## config.mk

```make
export PLATFORM = sky130hd
export DESIGN_NAME = rim_boot_sequencer
export DESIGN_NICKNAME = d
export VERILOG_FILES = /design/src/rtl/rim_boot_sequencer_pkg.sv /design/src/rtl/boot_timeout_counter.sv /design/src/rtl/rim_boot_sequencer.sv
export SDC_FILE = /design/constraint.sdc
export NUM_CORES = 1
export LEC_CHECK = 0
export CAP_MARGIN = 20
export CORE_MARGIN = 5
export CORE_UTILIZATION = 50
export CTS_CLUSTER_DIAMETER = 60
export DETAILED_ROUTE_END_ITERATION = 10
export GPL_TIMING_DRIVEN = 0
export HOLD_SLACK_MARGIN = 0.06
export PLACE_DENSITY_LB_ADDON = 0.1
export SYNTH_ARGS = -nofsm -noshare
export SYNTH_HDL_FRONTEND = slang
export SYNTH_HIERARCHICAL = 1
export SYNTH_SLANG_ARGS = --single-unit
```

## constraint.sdc

```tcl
create_clock -name clk -period 3.5 [get_ports clk]
set_clock_uncertainty 0.2 [all_clocks]
set_input_delay 0.35 -clock clk [delete_from_list [all_inputs] [get_ports clk]]
set_output_delay 0.35 -clock clk [all_outputs]
set_load 0.01 [all_outputs]
```

## src/rtl/rim_boot_sequencer_pkg.sv

```systemverilog
// Shared types and constants for the RIM loader boot sequencer.
// The state enum is also what checkers bind to when probing the FSM.
package rim_boot_sequencer_pkg;

    localparam int          RIM_WIDTH = 12;
    localparam logic [11:0] RIM_BASE  = 12'o7756;
    localparam int          RIM_WORDS = 16;
    localparam logic [11:0] RIM_START = 12'o7756;

    typedef logic [RIM_WIDTH-1:0] rim_word_t;

    typedef enum logic [2:0] {
        ST_IDLE    = 3'd0,
        ST_HALT    = 3'd1,
        ST_SETUP   = 3'd2,
        ST_STROBE  = 3'd3,
        ST_HOLD    = 3'd4,
        ST_LOADPC  = 3'd5,
        ST_RELEASE = 3'd6
    } boot_state_t;

    // RAM address of a loader word; wraps naturally at the 12-bit boundary.
    function automatic rim_word_t word_addr(input rim_word_t base, input logic [3:0] idx);
        return base + rim_word_t'(idx);
    endfunction

endpackage

```

## src/rtl/boot_timeout_counter.sv

```systemverilog
// Halt-acknowledge timeout counter shared by front-panel sequencers.
// hit is asserted in the cycle whose increment would reach LIMIT; LIMIT=0 never hits.
module boot_timeout_counter #(
    parameter int LIMIT = 255,
    parameter int CW    = 8
) (
    input  logic clk,
    input  logic rst_n,
    input  logic clr,
    input  logic inc,
    output logic hit
);

    localparam logic [CW-1:0] LAST = CW'((LIMIT > 0) ? LIMIT - 1 : 0);

    logic [CW-1:0] count;

    always_ff @(posedge clk or negedge rst_n) begin
        if (!rst_n) begin
            count <= '0;
        end else if (clr) begin
            count <= '0;
        end else if (inc) begin
            count <= count + CW'(1);
        end
    end

    assign hit = inc && (LIMIT != 0) && (count == LAST);

endmodule

```

## src/rtl/rim_boot_sequencer.sv

```systemverilog
// Boot sequencer: halts the CPU, copies the RIM loader from the ROM table into
// core RAM one strobed word at a time, loads the PC and hands the bus back.
module rim_boot_sequencer
    import rim_boot_sequencer_pkg::*;
#(
    parameter logic [11:0] BASE_ADDR    = RIM_BASE,
    parameter int          WORDS        = RIM_WORDS,
    parameter logic [11:0] START_PC     = RIM_START,
    parameter int          WE_CYCLES    = 1,
    parameter int          HALT_TIMEOUT = 255
) (
    input  logic        clk,
    input  logic        rst_n,
    input  logic        start,
    output logic [3:0]  rom_index,
    input  logic [11:0] rom_data,
    output logic        cpu_halt_req,
    input  logic        cpu_halted,
    output logic        ram_sel,
    output logic [11:0] ram_addr,
    output logic [11:0] ram_data,
    output logic        ram_we,
    output logic        pc_load,
    output logic [11:0] pc_value,
    output logic        busy,
    output logic        done,
    output logic        err
);

    localparam logic [3:0]     LAST_IDX = 4'(WORDS - 1);
    localparam int             WCW      = (WE_CYCLES > 1) ? $clog2(WE_CYCLES) : 1;
    localparam logic [WCW-1:0] WE_LAST  = WCW'(WE_CYCLES - 1);
    localparam int             TCW      = (HALT_TIMEOUT > 1) ? $clog2(HALT_TIMEOUT) : 1;

    boot_state_t    state;
    logic [3:0]     index;
    logic           last_word;
    logic [WCW-1:0] we_cnt;
    logic           to_hit;

    boot_timeout_counter #(
        .LIMIT (HALT_TIMEOUT),
        .CW    (TCW)
    ) u_timeout (
        .clk   (clk),
        .rst_n (rst_n),
        .clr   (state == ST_IDLE),
        .inc   ((state == ST_HALT) && !cpu_halted),
        .hit   (to_hit)
    );

    assign rom_index = index;
    assign pc_value  = START_PC;

    // Outputs are registered alongside the state transition that enters each state.
    always_ff @(posedge clk or negedge rst_n) begin
        if (!rst_n) begin
            state        <= ST_IDLE;
            index        <= '0;
            last_word    <= 1'b0;
            we_cnt       <= '0;
            cpu_halt_req <= 1'b0;
            ram_sel      <= 1'b0;
            ram_addr     <= '0;
            ram_data     <= '0;
            ram_we       <= 1'b0;
            pc_load      <= 1'b0;
            busy         <= 1'b0;
            done         <= 1'b0;
            err          <= 1'b0;
        end else begin
            pc_load <= 1'b0;
            done    <= 1'b0;
            err     <= 1'b0;
            unique case (state)
                ST_IDLE: begin
                    cpu_halt_req <= 1'b0;
                    if (start) begin
                        state        <= ST_HALT;
                        index        <= '0;
                        last_word    <= 1'b0;
                        busy         <= 1'b1;
                        cpu_halt_req <= 1'b1;
                    end
                end
                ST_HALT: begin
                    if (cpu_halted) begin
                        state    <= ST_SETUP;
                        ram_sel  <= 1'b1;
                        ram_addr <= word_addr(BASE_ADDR, index);
                        ram_data <= rom_data;
                    end else if (to_hit) begin
                        // halt request is withdrawn on the following cycle, from IDLE
                        state <= ST_IDLE;
                        busy  <= 1'b0;
                        err   <= 1'b1;
                    end
                end
                ST_SETUP: begin
                    state  <= ST_STROBE;
                    ram_we <= 1'b1;
                    we_cnt <= '0;
                end
                ST_STROBE: begin
                    if (we_cnt == WE_LAST) begin
                        // advance the ROM index now so the next word is ready by SETUP
                        state     <= ST_HOLD;
                        ram_we    <= 1'b0;
                        last_word <= (index == LAST_IDX);
                        if (index != LAST_IDX) begin
                            index <= index + 4'd1;
                        end
                    end else begin
                        we_cnt <= we_cnt + WCW'(1);
                    end
                end
                ST_HOLD: begin
                    if (last_word) begin
                        state    <= ST_LOADPC;
                        pc_load  <= 1'b1;
                        ram_addr <= '0;
                        ram_data <= '0;
                    end else begin
                        state    <= ST_SETUP;
                        ram_addr <= word_addr(BASE_ADDR, index);
                        ram_data <= rom_data;
                    end
                end
                ST_LOADPC: begin
                    state        <= ST_RELEASE;
                    ram_sel      <= 1'b0;
                    cpu_halt_req <= 1'b0;
                    done         <= 1'b1;
                end
                ST_RELEASE: begin
                    state <= ST_IDLE;
                    busy  <= 1'b0;
                end
                default: begin
                    state        <= ST_IDLE;
                    busy         <= 1'b0;
                    cpu_halt_req <= 1'b0;
                    ram_sel      <= 1'b0;
                    ram_we       <= 1'b0;
                    ram_addr     <= '0;
                    ram_data     <= '0;
                end
            endcase
        end
    end

endmodule

```

== Yosys cells after proc, flatten, opt, wreduce, memory -nomap -nowiden ==
Cells that the tools add are included.
Storage, ports and cells
  flip-flop bits (word level): 48
  input bits: 16
  output and inout bits: 47
  logic and storage cells: 96
Operators by class
  add/subtract/negate cells: 4
  equal/unequal tests: 16
  mux-type cells: 39
  bitwise operators: 4
  reductions and logical operators: 19
Operators by type and width (count)
  case mux 12 bit (3 select lines): 2
  two-way mux 12 bit: 4
  OR reduction 5 bit: 4
  case mux 3 bit (6 select lines): 1
  two-way mux 8 bit: 2
  two-way mux 1 bit: 15
  two-way mux 3 bit: 5
  two-way mux 4 bit: 3
  inequality test 2 bit (second input constant): 6
  equality test 3 bit (second input constant): 3
  adder 8 x 1 -> 8 bit (second input constant): 1
  equality test 8 bit (second input constant): 1
  case mux 1 bit (2 select lines): 4
  case mux 4 bit (2 select lines): 1
  AND reduction 4 bit: 2
  adder 6 x 5 -> 7 bit (first input constant): 1
  equality test 3 x 2 -> 1 bit (second input constant): 2
  case mux 1 bit (3 select lines): 2
  AND reduction 2 bit: 3
  AND reduction 3 bit: 2
  nonzero test 2 bit: 3
  adder 4 x 1 -> 4 bit (second input constant): 1
  equality test 4 bit (second input constant): 1
  inequality test 4 bit (second input constant): 1
  8 further kinds: 12

== Depth between registers and ports, before layout ==
Gate-level depths: netlist (run 1).
  depth in word-level cells: 6
  depth in mapped cells: 10
  gate-level depth less buffers: 7

== Hierarchy ==
The synthesis (run 1) kept the hierarchy.
Modules (own cells, without submodules)
  rim_boot_sequencer: instances 1, cells each 144, area each 1612.8 um^2, sequential area each 825.8 um^2
  boot_timeout_counter: instances 1, cells each 41, area each 411.6 um^2, sequential area each 200.2 um^2

== Worst setup path after synthesis (run 1) ==
OpenSTA, ideal clock, no wires.
  path type: register -> register
  start point: register state[2]
  end point: register u_timeout.count[5]
  library setup time: 0.078 ns
  arrival time: 1.649 ns
  data required time: 3.222 ns
  setup slack: 1.574 ns
  cell stages (with the launch flop): 10
  buffers on the path: 3
  period minus slack after synthesis: 1.926 ns
  cell sequence: dfrtp_1 > buf_2 > buf_2 > nor2_1 > nand2_1 > inv_1 > buf_4 > nand4_4 > or3_1 > a21oi_1
On the way
  longest elaborated chain between the ends: 3
  elaborated cells on any way between the ends: 5
  classes of those cells: 1 x eq/ne; 1 x mux; 3 x reduce/logical
RTL lines
  start: declaration: line rim_boot_sequencer.sv:35  | boot_state_t state;
  start signal: assignment: line rim_boot_sequencer.sv:58  | state <= ST_IDLE;
  start signal: assignment: line rim_boot_sequencer.sv:79  | state <= ST_HALT;
  start signal: assignment: line rim_boot_sequencer.sv:88  | state <= ST_SETUP;
  equality test 3 x 1 -> 1 bit: line rim_boot_sequencer.sv:48  | .inc ((state == ST_HALT) && !cpu_halted),
  logical AND 1 bit: line rim_boot_sequencer.sv:48
  nonzero test 2 bit (no line)
  end signal: assignment: line boot_timeout_counter.sv:24  | count <= count + CW'(1);
  end: declaration: line boot_timeout_counter.sv:16  | logic [CW-1:0] count;
Several ways; a longest one is shown, not always the timed one.
A chain may end at the register's enable or synchronous reset.

== Worst setup path in the final report (run 1) ==
  start point: register state[0]
  end point: register u_timeout.count[5]
Same word-level chain as after synthesis.

==> impl_metrics.csv, run 1 <==
group,metric,value,unit
global_routing,grt_overflow,0,
final_layout,final_cells,304,
die,die_w,73.6,um
timing,postLayoutSetupSlackWorst,1.36,ns
place,hpwl,3030,um
synth,async_flop_share,100,%
route,dr_total_vias,1515,
run,maxCapViolCount,0,
power_and_ir_drop,power.density,780,nW/um^2
cts,clock_latency,0.29,ns
timing,fin_tns_setup,0,ns
worst_setup_path,path_delay_family,"simple AND/OR/NAND/NOR gates",
route,viasPerCell,4.98,
global_routing,antenna_found_initial,0,
cts,cts_tree,"built",
die,start_util,51.0,%
route,wl,4160,um
synth,synth_area,2020,sq um
synth,synth_top_cell_by_area,"dfrtp_1",
final_layout,antennaDiodeCount,0,
worst_setup_path,critPathCapture,"u_timeout/count[5]",
timing,post-route-min-period,2.14,ns
synth,synthTopCellsByArea,"dfrtp_1 51%, buf_4 7.8%, a22o_1 7.4%",
place,port_buffers,50,
global_routing,grt_pass1_vias,1379,
outcome,status,"finished clean",
worst_setup_path,startpoint,"state[0]",
route,dr.pass1.iters,4,
synth,synth_edf_count,0,
timing,whs,0.303,ns
global_routing,grt_use_total,16.5,%
worst_setup_path,worst_setup_path_start_kind,"flip-flop",
place,pre_cts_slack,1.28,ns
cts,cts.sinks,41,
synth,synth_ff_type,"dfrtp_1",
worst_setup_path,worstPathMaxFanout,10,
cts,cts_buffer_depth,2,
worst_setup_path,timing_worst_setup_path_type,"reg -> reg",
cts,clk_pin_slew,0.08,ns
worst_setup_path,crit_required,3.52,ns
global_routing,grt_first_pass_wirelength,6780,um
cts,htree_num_levels,2,
worst_setup_path,end_kind,"flip-flop",
synth,netlist.area_leader.share,50.7,%
worst_setup_path,max_stage_delay,0.46,ns
timing,setup_violations,0,
synth,avgSynthCellArea,10.9,sq um
synth,synth_cell_types,43,
worst_setup_path,cp_num_cells,8,
synth,synth.yosys.seq_area_share,50.7,%
worst_setup_path,worstPathArrival,2.16,ns
timing,report.final.slew_viol_count,0,
final_layout,area_growth,35.2,%
die,io_pins,63,
worst_setup_path,r2r-start,"state[0]",
worst_setup_path,crit_chain,"buf_2 > nor2b_1 > nand2_1 > inv_1 > buf_4 > nand4_4 > or3_1 > a21oi_1",
timing,rsz0062_at_grt,"false",
timing,worst_pin_slew,0.641,ns
route,routedWlPerCell,13.7,um
route,drt-initial-drc-count,63,
power_and_ir_drop,power_leakage,1.27,nW
route,ant_nets,0,
timing,maxSlewHeadroom,56.7,%
cts,clockRootBuffer,"clkbuf_8",
place,place.gp.congestion,0.776,
cts,cts-buffers-inserted,5,
route,drc,0,
synth,syn_inst,185,
worst_setup_path,r2r_slack,1.36,ns
timing,period_share,61.1,%
final_layout,drive_above_1_share,15.4,%
timing,fmaxAchievable,467,MHz
worst_setup_path,r2r_end,"u_timeout/count[5]",
global_routing,grt_max_degree,28,
final_layout,nets,275,
place,placed_cells,296,
synth,ys_ff_latch,41,
power_and_ir_drop,ir_drop,0.000375,V
worst_hold_path,min_path_type,"reg -> reg",
power_and_ir_drop,power,2.14,mW
die,core,3970,sq um
timing,hold_viol,0,
die,dieArea,5420,sq um
worst_setup_path,worstRegToRegCells,8,
die,rows,23,
worst_setup_path,cp_num_buf_inv,3,
die,die_h,73.6,um
synth,yosys_warnings,6,
worst_setup_path,critPathSlowestCell,"dfrtp_1",
==> metal layers <==
layer | track usage [%] | part of all wire (%)
met3 | 4.92 | 6.6
met2 | 23.6 | 43
met5 | 0 | 0
met4 | 5.43 | 1.5
met1 | 23.8 | 49
==> power by group <==
part | switching, mW | internal (mW)
Clock | 0.156 | 0.156
Sequential | 0.128 | 0.629
Combinational | 0.463 | 0.602
Total | 0.748 | 1.39
==> cells in the mapped netlist, types with 5 or more instances <==
cell	n
a21oi_1	9
a22o_1	17
buf_4	21
dfrtp_1	41
ha_1	5
inv_1	11
nand3_1	6
nor2_1	7
nor3_1	5
o21ai_0	7
or3_1	5
==> what timing repair did <==
| action | in CTS | in global routing |
|---|---|---|
| setup buffers | 0 | 0 |
| endpoints found under the hold margin | 14 | 0 |
| hold buffers | 1 | 0 |
| resized for setup | 0 | 0 |
==> cells by family after synthesis <==
kind of cell             Yosys count  share of synthesized area, %
AO/OA/AOI/OAI                     47                          17.4
AND/OR/NAND/NOR                   45                          14.1
flip-flops                        41                          50.7
buffers and inverters             39                          11.7
adder cells (fa/ha/maj)            5                          3.09
XOR/XNOR                           5                          2.16
other                              2                         0.371
multiplexers                       1                         0.494
==> state kept, by name, indices dropped and copies added (netlist names), 3 cells and up <==
name,count
u_timeout/count,8
ram_addr,6
rom_index,4
ram_data,12
state,3
==> cell type report <==
class,count,area [sq um]
Buffer,28,196
Clock buffer,7,86.3
Fill cell,318,1230
Inverter,11,41.3
Multi-Input combinational cell,115,798
Sequential cell,41,1030
Tap cell,50,62.6
Timing Repair Buffer,52,526
==> cells in the final DEF (no fill, tap or decap), drive strengths merged, types with 5 or more instances in the layout <==
| cell type | Yosys | layout |
|---|---|---|
| a21oi | 9 | 9 |
| a22o | 17 | 17 |
| buf | 26 | 28 |
| clkbuf | 2 | 9 |
| clkdlybuf4s50 | 0 | 49 |
| conb | 2 | 12 |
| dfrtp | 41 | 41 |
| ha | 5 | 5 |
| inv | 11 | 11 |
| nand3 | 6 | 6 |
| nor2 | 8 | 8 |
| nor3 | 5 | 5 |
| o21ai | 7 | 7 |
| or3 | 5 | 5 |
==> worst register-to-register path: cells and delay by family (launching register included) <==
kind / cells / cell delay, ns
AOI/OAI and AO/OA: 1 / 0.14
buffers and inverters: 3 / 0.48
DFF: 1 / 0.46
and+or+nand+nor: 4 / 0.80
==> metrics by stage <==
step / instance area [sq um] / util (%)
2_1_floorplan: 2060 / -
3_3_place_gp: 2630 / 66.1
3_5_place_dp: 2640 / 66.5
4_1_cts: 2740 / 68.9
5_1_grt: 2740 / 68.9
6_report: 2740 / 68.9
==> how the worst min path moves through the flow <==
stage                 from     endpoint  slack, ns  depth (start not counted)
2_1_floorplan        rst_n         busy      -0.15                          0
3_3_place_gp   ram_data[2]  ram_data[2]       0.29                          1
3_5_place_dp         rst_n  ram_data[6]       0.08                          1
4_1_cts              rst_n  ram_data[6]       0.29                          2
5_1_grt        ram_addr[4]  ram_addr[4]       0.32                          1
6_report       ram_addr[4]  ram_addr[4]       0.30                          1
(Power assumes the default switching activity.)
==> run 2, diff against run 1 <==
CORE_UTILIZATION = 42   (was 50)
clock period = 1.7 ns   (was 3.5 ns; I/O delays follow)
==> run 2 against run 1 <==
The run now ends with setup timing left. Critical endpoint unchanged. Flip-flop and latch count unchanged. Global-route usage decreased by 0.97 points. Largest power group unchanged. Die area increased by 16%. Routed wire length increased by 13%.
==> impl_metrics.csv, run 2 (synthesis gave the netlist of run 1 again) <==
group,metric,value,unit
timing,report.final.slew_viol_count,0,
timing,setup_violations,5,
route,wl,4710,um
die,die_w,79.4,um
power_and_ir_drop,ir_drop,0.000760,V
run,maxCapViolCount,0,
place,pre_cts_slack,-0.341,ns
global_routing,grt_pass1_vias,1627,
die,start_util,43.1,%
global_routing,grt_first_pass_wirelength,7770,um
timing,postLayoutSetupSlackWorst,-0.0461,ns
worst_setup_path,worstPathArrival,1.77,ns
timing,period_share,103,%
final_layout,final_cell_mix,"42 x clkdlybuf4s50_1, 41 x buf_4, 34 x dfrtp_1, 17 x a22o_1, 12 x conb_1",
worst_setup_path,worstPathMaxFanout,4,
final_layout,largest_reg_flops,12,
route,dr_wl_met3,224,um
cts,clk_pin_slew,0.08,ns
place,port_buffers,50,
power_and_ir_drop,power.density,1590,nW/um^2
die,die_h,79.4,um
worst_setup_path,end_kind,"flip-flop",
cts,cts.sinks,41,
cts,clock_latency,0.29,ns
cts,clockRootBuffer,"clkbuf_8",
final_layout,area_growth,52.6,%
worst_setup_path,crit_chain,"buf_6 > nor2b_4 > nand2_4 > inv_4 > nand4_4 > or3_4 > a21oi_2",
die,rows,25,
place,place.gp.congestion,0.743,
global_routing,grt_max_degree,28,
timing,post-route-min-period,1.75,ns
timing,whs,0.111,ns
worst_setup_path,crit_required,1.72,ns
outcome,violations,"setup timing",
cts,cts_buffer_depth,2,
timing,hold_viol,0,
route,highest_layer,"met4",
final_layout,nets,300,
die,dieArea,6310,sq um
route,drt-initial-drc-count,85,
worst_setup_path,path_delay_family,"simple AND/OR/NAND/NOR gates",
worst_hold_path,min_path_type,"in -> async",
route,drc,0,
timing,fmaxAchievable,573,MHz
timing,rsz0062_at_grt,"true",
cts,htree_num_levels,2,
route,viasPerCell,5.04,
place,hpwl,3130,um
power_and_ir_drop,power_leakage,1.45,nW
final_layout,antennaDiodeCount,0,
worst_setup_path,cp_num_buf_inv,2,
global_routing,grt_use_total,15.5,%
cts,cts_tree,"built",
final_layout,drive_above_1_share,31.1,%
final_layout,top_regs,"ram_data (12), u_timeout/count (8), ram_addr (6)",
route,routedLengthMet1,2180,um
route,dr.pass1.iters,4,
global_routing,antenna_found_initial,0,
final_layout,layout_commonest_cell,"clkdlybuf4s50_1",
die,io_pins,63,
route,routedWlPerCell,14.1,um
outcome,status,"finished with violations",
route,dr_total_vias,1685,
final_layout,regMostFlops,"ram_data",
cts,cts-buffers-inserted,5,
worst_setup_path,max_stage_delay,0.43,ns
place,postPlaceCellArea,2690,sq um
die,core,4690,sq um
route,ant_nets,0,
final_layout,stdcell_area,3090,sq um
worst_setup_path,timing_worst_setup_path_type,"reg -> reg",
worst_setup_path,worst_setup_path_start_kind,"flip-flop",
global_routing,grt_overflow,0,
power_and_ir_drop,power,4.91,mW
route,routed-wl-met2,2250,um
worst_setup_path,critPathSlowestCell,"dfrtp_2",
run 2: final cells by class:
type                            count  area (sq um)
Sequential cell                    41          1030
Clock buffer                        6          72.6
Multi-Input combinational cell    115           891
Fill cell                         350          1600
Timing Repair Buffer               80           758
Clock inverter                      2          10.0
Inverter                           11          43.8
Tap cell                           54          67.6
Buffer                             25           211
run 2: final timing paths:
kind	from	end	slack [ns]	cells past startpoint
worst min-delay path	rst_n	ram_data[1]	0.11	2
worst max-delay path	state[1]	u_timeout/count[5]	-0.05	7
worst max register to register	state[1]	u_timeout/count[5]	-0.05	7
min in group clk	rom_data[4]	ram_data[4]	0.28	2
max in group asynchronous	rst_n	state[1]	0.71	3
worst min register to register	ram_data[0]	ram_data[0]	0.31	1
run 2: metal layers:
layer | GRT usage [%] | up-vias
met5 | 0 | -
met4 | 5.15 | 0
met3 | 3.61 | 4
met2 | 24.9 | 47
met1 | 20.6 | 816
li1 | - | 818
run 2: report_power, final:
part / switching, mW / internal (mW) / leakage (nW)
Clock: 0.326 / 0.285 / 0.0450
Combinational: 1.15 / 1.60 / 0.890
Sequential: 0.242 / 1.31 / 0.519
Total: 1.71 / 3.19 / 1.45
run 2: timing repair:
item                                    4_1_cts  5_1_grt
endpoints found under the setup margin       29       34
cloned                                        1        0
pin swaps                                     8       12
resized for setup                            25       17
hold endpoints to repair                     41        0
buffers inserted                             25        3
hold buffers                                  1        0
run 2: through the flow:
step	cells	TNS, ns	utilization [%]
final	334	-0.0558	65.8
after CTS	334	-1.52	64.5
after global routing	334	-1.42	65.8
after global placement	299	-40.08	56.9
after detailed placement	300	-6.74	57.2
after floorplan	195	-0.203	-
